## src/rtl/pipe_stage_reg.sv

```systemverilog
// pipe_stage_reg: elastic pipeline stage register between two CPU stages.
// Carries a control bundle and a data bundle with a valid/ready handshake.
// It also supports a synchronous flush and an optional skid entry.
//
// Ports:
//   clk        rising-edge clock
//   rst        synchronous reset, active-high
//   in_valid   upstream offers a beat
//   in_ready   stage accepts this cycle (registered when SKID=1)
//   in_ctrl    control bundle in (CTRL_W)
//   in_data    data bundle in (DATA_W)
//   flush      kill every held entry and any beat offered this cycle
//   out_valid  main entry holds a valid beat
//   out_ready  downstream consumes the main entry
//   out_ctrl   held control; forced to zero whenever out_valid=0
//   out_data   held data; only reset clears it
//   occupancy  number of entries held (0..2)
module pipe_stage_reg #(
   parameter int CTRL_W = 24,
   parameter int DATA_W = 128,
   parameter int SKID   = 1
) (
   input  logic              clk,
   input  logic              rst,
   input  logic              in_valid,
   output logic              in_ready,
   input  logic [CTRL_W-1:0] in_ctrl,
   input  logic [DATA_W-1:0] in_data,
   input  logic              flush,
   output logic              out_valid,
   input  logic              out_ready,
   output logic [CTRL_W-1:0] out_ctrl,
   output logic [DATA_W-1:0] out_data,
   output logic [1:0]        occupancy
);

   typedef enum logic [1:0] {EMPTY = 2'd0, ONE = 2'd1, FULL = 2'd2} state_t;

   state_t            state_q, state_d;
   logic              acc, pop;
   logic              ld_m_in, ld_m_s, ld_s_in;
   logic [CTRL_W-1:0] m_ctrl, s_ctrl;
   logic [DATA_W-1:0] m_data, s_data;

   assign out_valid = (state_q != EMPTY);
   assign out_ctrl  = m_ctrl;
   assign out_data  = m_data;
   assign acc       = in_valid && in_ready;
   assign pop       = out_valid && out_ready;

   generate
      if (SKID != 0) begin : g_skid
         // in_ready comes from a flop here, so out_ready has no
         // combinational path to in_ready. The flop is high iff the
         // skid entry will be free next cycle.
         logic rdy_q;
         always_ff @(posedge clk) begin
            if (rst) rdy_q <= 1'b1;
            else     rdy_q <= (state_d != FULL);
         end
         assign in_ready = rdy_q;
      end else begin : g_flat
         assign in_ready = !out_valid || out_ready;
      end
   endgenerate

   always_comb begin
      state_d = state_q;
      ld_m_in = 1'b0;
      ld_m_s  = 1'b0;
      ld_s_in = 1'b0;
      if (flush) begin
         // Flush wins over accept and pop. The offered beat is dropped.
         state_d = EMPTY;
      end else begin
         case (state_q)
            EMPTY: if (acc) begin
               state_d = ONE;
               ld_m_in = 1'b1;
            end
            ONE: begin
               if (acc && pop) begin
                  ld_m_in = 1'b1;
               end else if (acc && (SKID != 0)) begin
                  // Main entry is stalled. The younger beat parks in skid.
                  state_d = FULL;
                  ld_s_in = 1'b1;
               end else if (pop) begin
                  state_d = EMPTY;
               end
            end
            FULL: if (pop) begin
               state_d = ONE;
               ld_m_s  = 1'b1;
            end
            default: state_d = EMPTY;
         endcase
      end
   end

   always_ff @(posedge clk) begin
      if (rst) begin
         state_q <= EMPTY;
         m_ctrl  <= '0;
         m_data  <= '0;
         s_ctrl  <= '0;
         s_data  <= '0;
      end else begin
         state_q <= state_d;
         if (ld_m_in) begin
            m_ctrl <= in_ctrl;
            m_data <= in_data;
         end else if (ld_m_s) begin
            m_ctrl <= s_ctrl;
            m_data <= s_data;
         end else if (state_d == EMPTY) begin
            // When the stage goes empty it shows a bubble on ctrl.
            // The data bundle keeps its last value.
            m_ctrl <= '0;
         end
         if (ld_s_in) begin
            s_ctrl <= in_ctrl;
            s_data <= in_data;
         end
      end
   end

   always_comb begin
      case (state_q)
         ONE:     occupancy = 2'd1;
         FULL:    occupancy = 2'd2;
         default: occupancy = 2'd0;
      endcase
   end

endmodule

```

## config.mk

```make
export PLATFORM = sky130hd
export DESIGN_NAME = pipe_stage_reg
export DESIGN_NICKNAME = d
export VERILOG_FILES = /design/src/rtl/pipe_stage_reg.sv
export SDC_FILE = /design/constraint.sdc
export NUM_CORES = 1
export LEC_CHECK = 0
export ABC_AREA = 1
export BUFFER_PORTS_ARGS = -buffer_cell sky130_fd_sc_hd__clkbuf_2
export CAP_MARGIN = 5
export CORE_MARGIN = 4
export CORE_UTILIZATION = 57
export CTS_CLUSTER_SIZE = 30
export DETAILED_ROUTE_END_ITERATION = 8
export PLACE_DENSITY_LB_ADDON = 0.25
export SETUP_SLACK_MARGIN = 0.5
export SLEW_MARGIN = 20
export SYNTH_ARGS = -nofsm -noshare
export SYNTH_HDL_FRONTEND = slang
export SYNTH_SLANG_ARGS = --single-unit
```

## constraint.sdc

```tcl
create_clock -name clk -period 3.8 [get_ports clk]
set_clock_uncertainty 0.1 [all_clocks]
set_input_delay 0.76 -clock clk [delete_from_list [all_inputs] [get_ports clk]]
set_output_delay 0.76 -clock clk [all_outputs]
set_load 0.1 [all_outputs]
```

==> summary.md, run 1 <==
| Metric | Value |
|---|---|
| GR Overflow Total | 0 |
| Synth Register Bits | 307 |
| Fin crit period | 2.44 ns |
| R2r setup slk | 1.39 ns |
| Multi-input logic area | 5010 µm² |
| HPWL Detailed | 20.0 mm |
| Startpoint Class | flip-flop |
| Post-Route M1 WL | between 10 and 15 mm |
| CTS tree | yes |
| Layout area overhead | 21.6% |
| Clk sinks | 307 |
| Internal | ~5.5 mW |
| Fmax | 410 MHz |
| Vias in the first global route | 10700 |
| Final Hold Viols | 0 |
| Worst hold path type | flip-flop to flip-flop |
| Status | finished clean |
| Hold Crit Start | s_ctrl[1]$_SDFFE_PP0P_ |
| Max IR drop VDD | 0.394 mV |
| Max Slew Vio Count | 0 |
| DIE WIDTH | 153 µm |
| WHS | between 0.3 and 0.4 ns |
| Diode count | 0 |
| Critical path class | flip-flop to output port |
| R2R depth | 7 |
| Drt drc | 0 |
| Setup bufs post-CTS | 0 |
| Clock network fraction of total power | approximately two fifths |
| Pre-CTS setup slack | roughly 1.0 ns |
| Comb power frac | 15.2% |
| Skew-Pair Late Insertion Delay | between 0.5 and 0.6 ns |
| First-pass GRT wire length | 53.3 mm |
| Mapped Area | about 12000 µm² |
| TritonRoute pass-1 iters | 7 |
| WP data arrival | 1.58 ns |
| IO Port Bufs | approximately 310 |
| Initial core utilization | 58.6% |
| Die area | 23400 µm² |
| Core footprint | 20400 µm² |
| I/O pin total | 313 |
| Worst slew margin | 7.48% |
| Final ANT Viol Nets | 0 |
| Max-cap violations | 0 |
| Hold path cells | 2 |
| H-tree depth | 1 |
| FP Rows | 52 |
| DR vias/cell | approximately 5.5 |
| Routed WL | 33.0 mm |
| Total GRT Usage | 26.5% |
| CP max FO | 4 |
| RR Endpoint | out_data[37]$_SDFFE_PP0P_ |
| CTS Buffer Depth | 3 |
| Leading cell type in the layout, fill and taps excluded | nand2_1 |
| PwrDens | 528 nW/µm² |
| Synth Instances | 1611 |
| Syn Area/Cell | roughly 7.4 µm² |
| Worst Tran Pin Value | 1.39 ns |
| Detail Route met2 WL | 15.5 mm |
| Sequential fraction of design power | 43.9% |
| Vias | 11700 |
| Yosys Warn Count | 0 |
| Reg2reg start | state_q[1]$_SDFF_PP0_ |
| Sw Pwr | 2.24 mW |
| CP Launch Point | state_q[0]$_SDFF_PP0_ |
| Post-synthesis sequential area ratio | 51.3% |
| Num CTS Buffers | 31 |
| Initial drt markers | slightly above 900 |
| Switching Share | 29.1% |
| Setup TNS | 0 ns |
| Min-Delay Endpoint | s_ctrl[1]$_SDFFE_PP0P_ |
| WP data required | just under 3 ns |
| Netlist cell types | 19 |
| Antenna violations before repair | 1 |
| Filler cell count | 1689 |
| Clock transition at path regs | 0.06 ns |
| CP Capture Type | output port |
| Die Y | 153 µm |
| Routed len/inst | 15.5 µm |
| Util after Layout | 71.2% |
| Sequential cell area | ~6100 µm² |
| RSZ-0062 raised after global routing | no |
| Cts hold-fix bufs | 0 |
| GPL Wtd Cong | 0.822 |
| Max layer used | met5 |
| Clock root buffer | clkbuf_16 |
| Final setup margin | around 1.4 ns |
| Post-CTS sizing | 0 |
| Final #Nets | 1993 |
| Setup violators final | 0 |
| Crit share post-route | 64.1% |
| Post-Syn Nets | 1768 |
| DR WL met3 | 2.78 mm |
| Most frequent cells in the layout | nand2_1 (570), clkbuf_2 (311), dfxtp_1 (307) |
| Largest net degree at the start of global routing | 259 |
| P_leak | 5.64 nW |
| Share of cells above drive strength 1 | between 20% and 30% |
routing by layer:
metal	up-vias	track usage, %
li1	5781	-
met1	5343	34.6
met2	483	43.2
met3	87	6.11
met4	2	9.42
met5	-	0
worst max-delay path by stage:
stage | to | slack, ns | cells after the start
3_3_place_gp | out_ctrl[17]$_SDFFE_PP0P_ | 1.07 | 8
4_1_cts | occupancy[0] | 1.33 | 3
6_report | occupancy[0] | 1.36 | 3
2_1_floorplan | out_ctrl[22]$_SDFFE_PP0P_ | 1.47 | 9
5_1_grt | out_data[50]$_SDFFE_PP0P_ | 1.26 | 7
3_5_place_dp | out_data[52]$_SDFFE_PP0P_ | 1.04 | 7
area by class of cell:
type | instances | area share, %
Tap cell | 270 | 2.32
Inverter | 56 | 1.46
Clock buffer | 42 | 6.16
Timing Repair Buffer | 329 | 12.2
Sequential cell | 307 | 42.2
Multi-Input combinational cell | 1111 | 34.4
Clock inverter | 14 | 1.22
state kept, by name, summed over array words and instances (netlist names):
| register | flops |
|---|---|
| in_ready | 1 |
| out_ctrl | 24 |
| out_data | 128 |
| s_ctrl | 24 |
| s_data | 128 |
| state_q | 2 |
kinds of logic after synthesis:
kind of cell | count (synthesis) | synth area share, %
compound gates | 353 | 16.1
buf+inv | 193 | 6.99
flops | 307 | 51.3
simple gates | 758 | 25.6
power groups by stage:
stage,registers (mW),clock network [mW],logic [mW]
2_1_floorplan,4.02,0,0.314
3_3_place_gp,3.44,0,1.16
3_5_place_dp,3.44,0,1.16
4_1_cts,3.37,3.20,1.17
5_1_grt,3.38,3.33,1.23
6_report,3.38,3.15,1.17
through the flow:
stage	power (mW)	cell area [µm²]	cells
4_1_cts	7.74	14600	2129
3_3_place_gp	4.60	13500	2073
3_5_place_dp	4.61	13500	2073
6_report	7.69	14600	2129
2_1_floorplan	4.33	12000	1611
5_1_grt	7.95	14600	2129
Yosys cell counts:
cell	number	area share, %
nand2_1	571	18
nor2_2	2	0.10
buf_4	6	0.38
clkbuf_1	57	1.8
o21ai_0	48	2.0
inv_2	2	0.063
nand3_1	154	6.4
o21ai_1	1	0.042
a21oi_1	176	7.4
clkbuf_4	1	0.063
a31oi_1	128	6.7
nor2_1	28	0.88
dfxtp_1	307	51
nand2_2	1	0.052
nand3_2	1	0.084
nor2_4	1	0.094
inv_1	54	1.7
buf_1	4	0.13
buf_2	69	2.9
critical path, cell delays in order, from the launching register on:
cell and delay (ns):
dfxtp_1 0.39, nand2_1 0.13, inv_1 0.08, clkbuf_2 0.45
(Power assumes the default switching activity.)
==> run 2, diff against run 1 <==
--- a/config.mk
+++ b/config.mk
@@ -5,11 +5,11 @@
 export SDC_FILE = /design/constraint.sdc
 export NUM_CORES = 1
 export LEC_CHECK = 0
-export ABC_AREA = 1
+export ABC_AREA = 0
 export BUFFER_PORTS_ARGS = -buffer_cell sky130_fd_sc_hd__clkbuf_2
 export CAP_MARGIN = 5
 export CORE_MARGIN = 4
-export CORE_UTILIZATION = 57
+export CORE_UTILIZATION = 48
 export CTS_CLUSTER_SIZE = 30
 export DETAILED_ROUTE_END_ITERATION = 8
 export PLACE_DENSITY_LB_ADDON = 0.25
==> constraint.sdc (replaced) <==
create_clock -name clk -period 2.05 [get_ports clk]
set_clock_uncertainty 0.1 [all_clocks]
set_input_delay 0.41 -clock clk [delete_from_list [all_inputs] [get_ports clk]]
set_output_delay 0.41 -clock clk [all_outputs]
set_load 0.1 [all_outputs]
==> run 2 against run 1 <==
Compared with the run above:
- the flow now finishes with violations (setup timing)
- via count rose by 26%
- area after synthesis increased by 0.94%
- critical path depth increased by 6
- routed wire length grew 78%
- non-clock buffer count up 239
- highest routed layer is now met4
- cell count up 11%
- setup slack worse by 1.5 ns
- total power rose by 110%
==> summary.md, run 2 <==
| Metric | Value |
|---|---|
| Cell mode on critical path | buf_6 |
| Most frequent cells in the layout | nand2_1 (413), a21oi_1 (256), clkbuf_2 (241) (was nand2_1 (570), clkbuf_2 (311), dfxtp_1 (307)) |
| Filler cell count | 1082 (was 1689) |
| Antenna violations before repair | 3 (was 1) |
| CP bufs+invs | 6 (was 2) |
| Netlist cell types | 29 (was 19) |
| Layout Cells excl Fill | 2368 (was 2129) |
| Top cells by count, synth | nand2_1 (435), dfxtp_1 (307), a21oi_1 (303), nor2_1 (153), a211oi_1 (127) (was nand2_1 (571), dfxtp_1 (307), a21oi_1 (176), nand3_1 (154), a31oi_1 (128)) |
| Max IR drop VDD | 0.817 mV (was 0.394 mV) |
| Post-synthesis sequential area ratio | 50.9% (was 51.3%) |
| Drt drc | 0 (unchanged) |
| DIE WIDTH | 167 µm (was 153 µm) |
| WP data arrival | 2.46 ns (was 1.58 ns) |
| Crit-path cells | buf_6, buf_6, nor4_4, buf_6, buf_12, buf_12, buf_16, a21oi_2, a211oi_1 (was nand2_1, inv_1, clkbuf_2) |
| Fin crit period | 2.15 ns |
| Startpoint Class | flip-flop (unchanged) |
| Post-synth top area cell | dfxtp_1 (unchanged) |
| Routed len/inst | 24.8 µm (was 15.5 µm) |
| Pwr Total | 16.3 mW (was 7.69 mW) |
| RSZ-0062 raised after global routing | yes (was no) |
| GPL Wtd Cong | 0.795 (was 0.822) |
| Initial drt markers | 1733 (was 916) |
| FP Rows | 57 (was 52) |
| H-tree depth | 1 (unchanged) |
| CP max FO | 6 (was 4) |
| P_leak | 8.31 nW (was 5.64 nW) |
| Largest cells by area after synthesis | dfxtp_1 (51%), nand2_1 (14%), a21oi_1 (13%), a211oi_1 (7.9%), nor2_1 (4.8%) (was dfxtp_1 (51%), nand2_1 (18%), a21oi_1 (7.4%), a31oi_1 (6.7%), nand3_1 (6.4%)) |
| Clock network fraction of total power | 37.1% (was 40.9%) |
| Post-Syn Nets | 1713 (was 1768) |
| Final Hold Viols | 0 (unchanged) |
| Final ANT Viol Nets | 0 (unchanged) |
| Count leader, synth | nand2_1 (unchanged) |
| DR vias/cell | 6.22 (was 5.49) |
| Setup violators final | 2 (was 0) |
| Comb power frac | 23.7% (was 15.2%) |
| Vias in the first global route | 13500 (was 10700) |
| GR Overflow Total | 0 (unchanged) |
| Placed Cells | 2098 (was 2073) |
| Clock root buffer | clkbuf_16 (unchanged) |
| Worst hold path type | input port to flip-flop (was flip-flop to flip-flop) |
| Crit share post-route | 105% |
| Vias | 14700 (was 11700) |
| Status | complete, but fails checks (was finished clean) |
| WP data required | 2.36 ns (was 2.94 ns) |
| Synth async-reset ratio | 0% (unchanged) |
| Final instance area | 21100 µm² (was 14600 µm²) |
| Largest net degree at the start of global routing | 99 (was 259) |
| Core footprint | 24500 µm² (was 20400 µm²) |
| CTS tree | yes (unchanged) |
| Final #Nets | 2175 (was 1993) |
| Sw Pwr | 5.25 mW (was 2.24 mW) |
| Clk sinks | 307 (unchanged) |
| Post-synth top area share | 50.9% (was 51.3%) |
| Synth Register Bits | 307 (unchanged) |
| Critical path class | flip-flop to flip-flop (was flip-flop to output port) |
| Die area | 27800 µm² (was 23400 µm²) |
| Switching Share | 32.1% (was 29.1%) |
| Fmax | 466 MHz |
| Top_reg_cell synth | dfxtp_1 (unchanged) |
| Clock transition at path regs | 0.07 ns (was 0.06 ns) |
| Worst slew margin | 51.8% (was 7.48%) |
| First-pass GRT wire length | 72.6 mm (was 53.3 mm) |
| Syn Area/Cell | 7.76 µm² (was 7.43 µm²) |
| IO Port Bufs | 312 (unchanged) |
| Num CTS Buffers | 31 (unchanged) |
| Max Slew Vio Count | 0 (unchanged) |
| Post-placement cell area | 14100 µm² (was 13500 µm²) |
| Share of cells above drive strength 1 | 40.9% (was 21.1%) |
| Worst path slowest cell | a211oi_1 (was clkbuf_2) |
| Initial core utilization | 49.2% (was 58.6%) |
| Delay-heaviest family, CP | buffers and inverters (unchanged) |
| Die Y | 167 µm (was 153 µm) |
| Post-synth EDFFs | 0 (unchanged) |
| Failing checks | setup timing |
| HPWL Detailed | 22.3 mm (was 20.0 mm) |
| Sequential fraction of design power | 39.2% (was 43.9%) |
| TritonRoute pass-1 iters | 8 (was 7) |
| Mapped Area | 12100 µm² (was 12000 µm²) |
| PwrDens | 774 nW/µm² (was 528 nW/µm²) |
| Internal | 11.1 mW (was 5.45 mW) |
| Skew-Pair Late Insertion Delay | 0.56 ns (was 0.54 ns) |
| CP Capture Type | flip-flop (was output port) |
| Routed WL | 58.8 mm (was 33.0 mm) |
| Worst Tran Pin Value | 0.723 ns (was 1.39 ns) |
| Max-cap violations | 0 (unchanged) |
| Total GRT Usage | 31.4% (was 26.5%) |
| CTS Buffer Depth | 3 (unchanged) |
| Layout area overhead | 74.9% (was 21.6%) |
| Yosys Warn Count | 0 (unchanged) |
| Leading cell type in the layout, fill and taps excluded | nand2_1 (unchanged) |
| I/O pin total | 313 (unchanged) |
| CP max stage delay | 0.41 ns (was 0.45 ns) |
| Final setup margin | -0.0953 ns (was 1.36 ns) |
| Synth Instances | 1556 (was 1611) |
[run 2: path summary, 6_finish.rpt]
check             depth (start not counted)  slack [ns]                        end                    start
hold reg to reg                           2        0.35    s_ctrl[23]$_SDFFE_PP0P_  s_ctrl[23]$_SDFFE_PP0P_
hold / removal                            3        0.01    s_data[33]$_SDFFE_PP0P_              in_data[33]
setup / recovery                          9        -0.1  out_data[85]$_SDFFE_PP0P_    state_q[1]$_SDFF_PP0_
setup reg to reg                          9        -0.1  out_data[85]$_SDFFE_PP0P_    state_q[1]$_SDFF_PP0_
[run 2: tightest hold or removal path, cell delays in order]
cell      delay, ns
clkbuf_2       0.09
nand2_1        0.05
a21oi_1        0.05
[run 2: layout make-up]
class                   instances  area [µm²]  area share [%]
clock inverters                14         176           0.835
well taps                     324         405            1.92
flip-flops and latches        307        6250            29.6
clock buffers                  43         901            4.26
repair buffers                568        6810            32.2
inverters                       1        3.75          0.0178
multi-input cells            1109        6580            31.1
diodes                          2        5.00          0.0237
[run 2: kinds of logic after synthesis]
group	after synthesis	share of synthesized area (%)
simple gates	649	21.4
compound gates	459	22.5
flops	307	50.9
buf+inv	140	5.20
mux	1	0.0829
[run 2: what timing repair did]
| item | in CTS | in global routing |
|---|---|---|
| cloned | 26 | 31 |
| pin swaps | 22 | 115 |
| setup endpoints to repair | 460 | 460 |
| hold buffers | 85 | 0 |
| resized for setup | 317 | 330 |
| setup buffers | 40 | 29 |
| hold endpoints to repair | 85 | 0 |
[run 2: routing by layer]
metal	wire length [µm]	share of wire (%)	global-route usage (%)
met1	19500	33	38.4
met2	27900	48	53.2
met3	6540	11	6.76
met4	4780	8.1	14.5
met5	0	0	0
[run 2: power by group through the flow]
stage          Sequential [mW]  Combinational (mW)  Clock (mW)
2_1_floorplan             7.83               0.625           0
3_3_place_gp              6.45                2.60           0
3_5_place_dp              6.46                2.61           0
4_1_cts                   6.37                3.34        5.98
5_1_grt                   6.42                3.97        6.32
6_report                  6.41                3.87        6.07
[run 2: per-stage QoR]
stage	TNS [ns]	hold WS [ns]	utilization (%)	worst slack, ns
6_report	-0.144	0.0101	86.1	-0.0953
3_3_place_gp	0	0.336	57.5	0.136
4_1_cts	0	0.000136	76.6	0.0918
5_1_grt	-0.141	0.00761	86.1	-0.0739
2_1_floorplan	-0.832	0.331	-	-0.0104
3_5_place_dp	0	0.342	57.5	0.0974
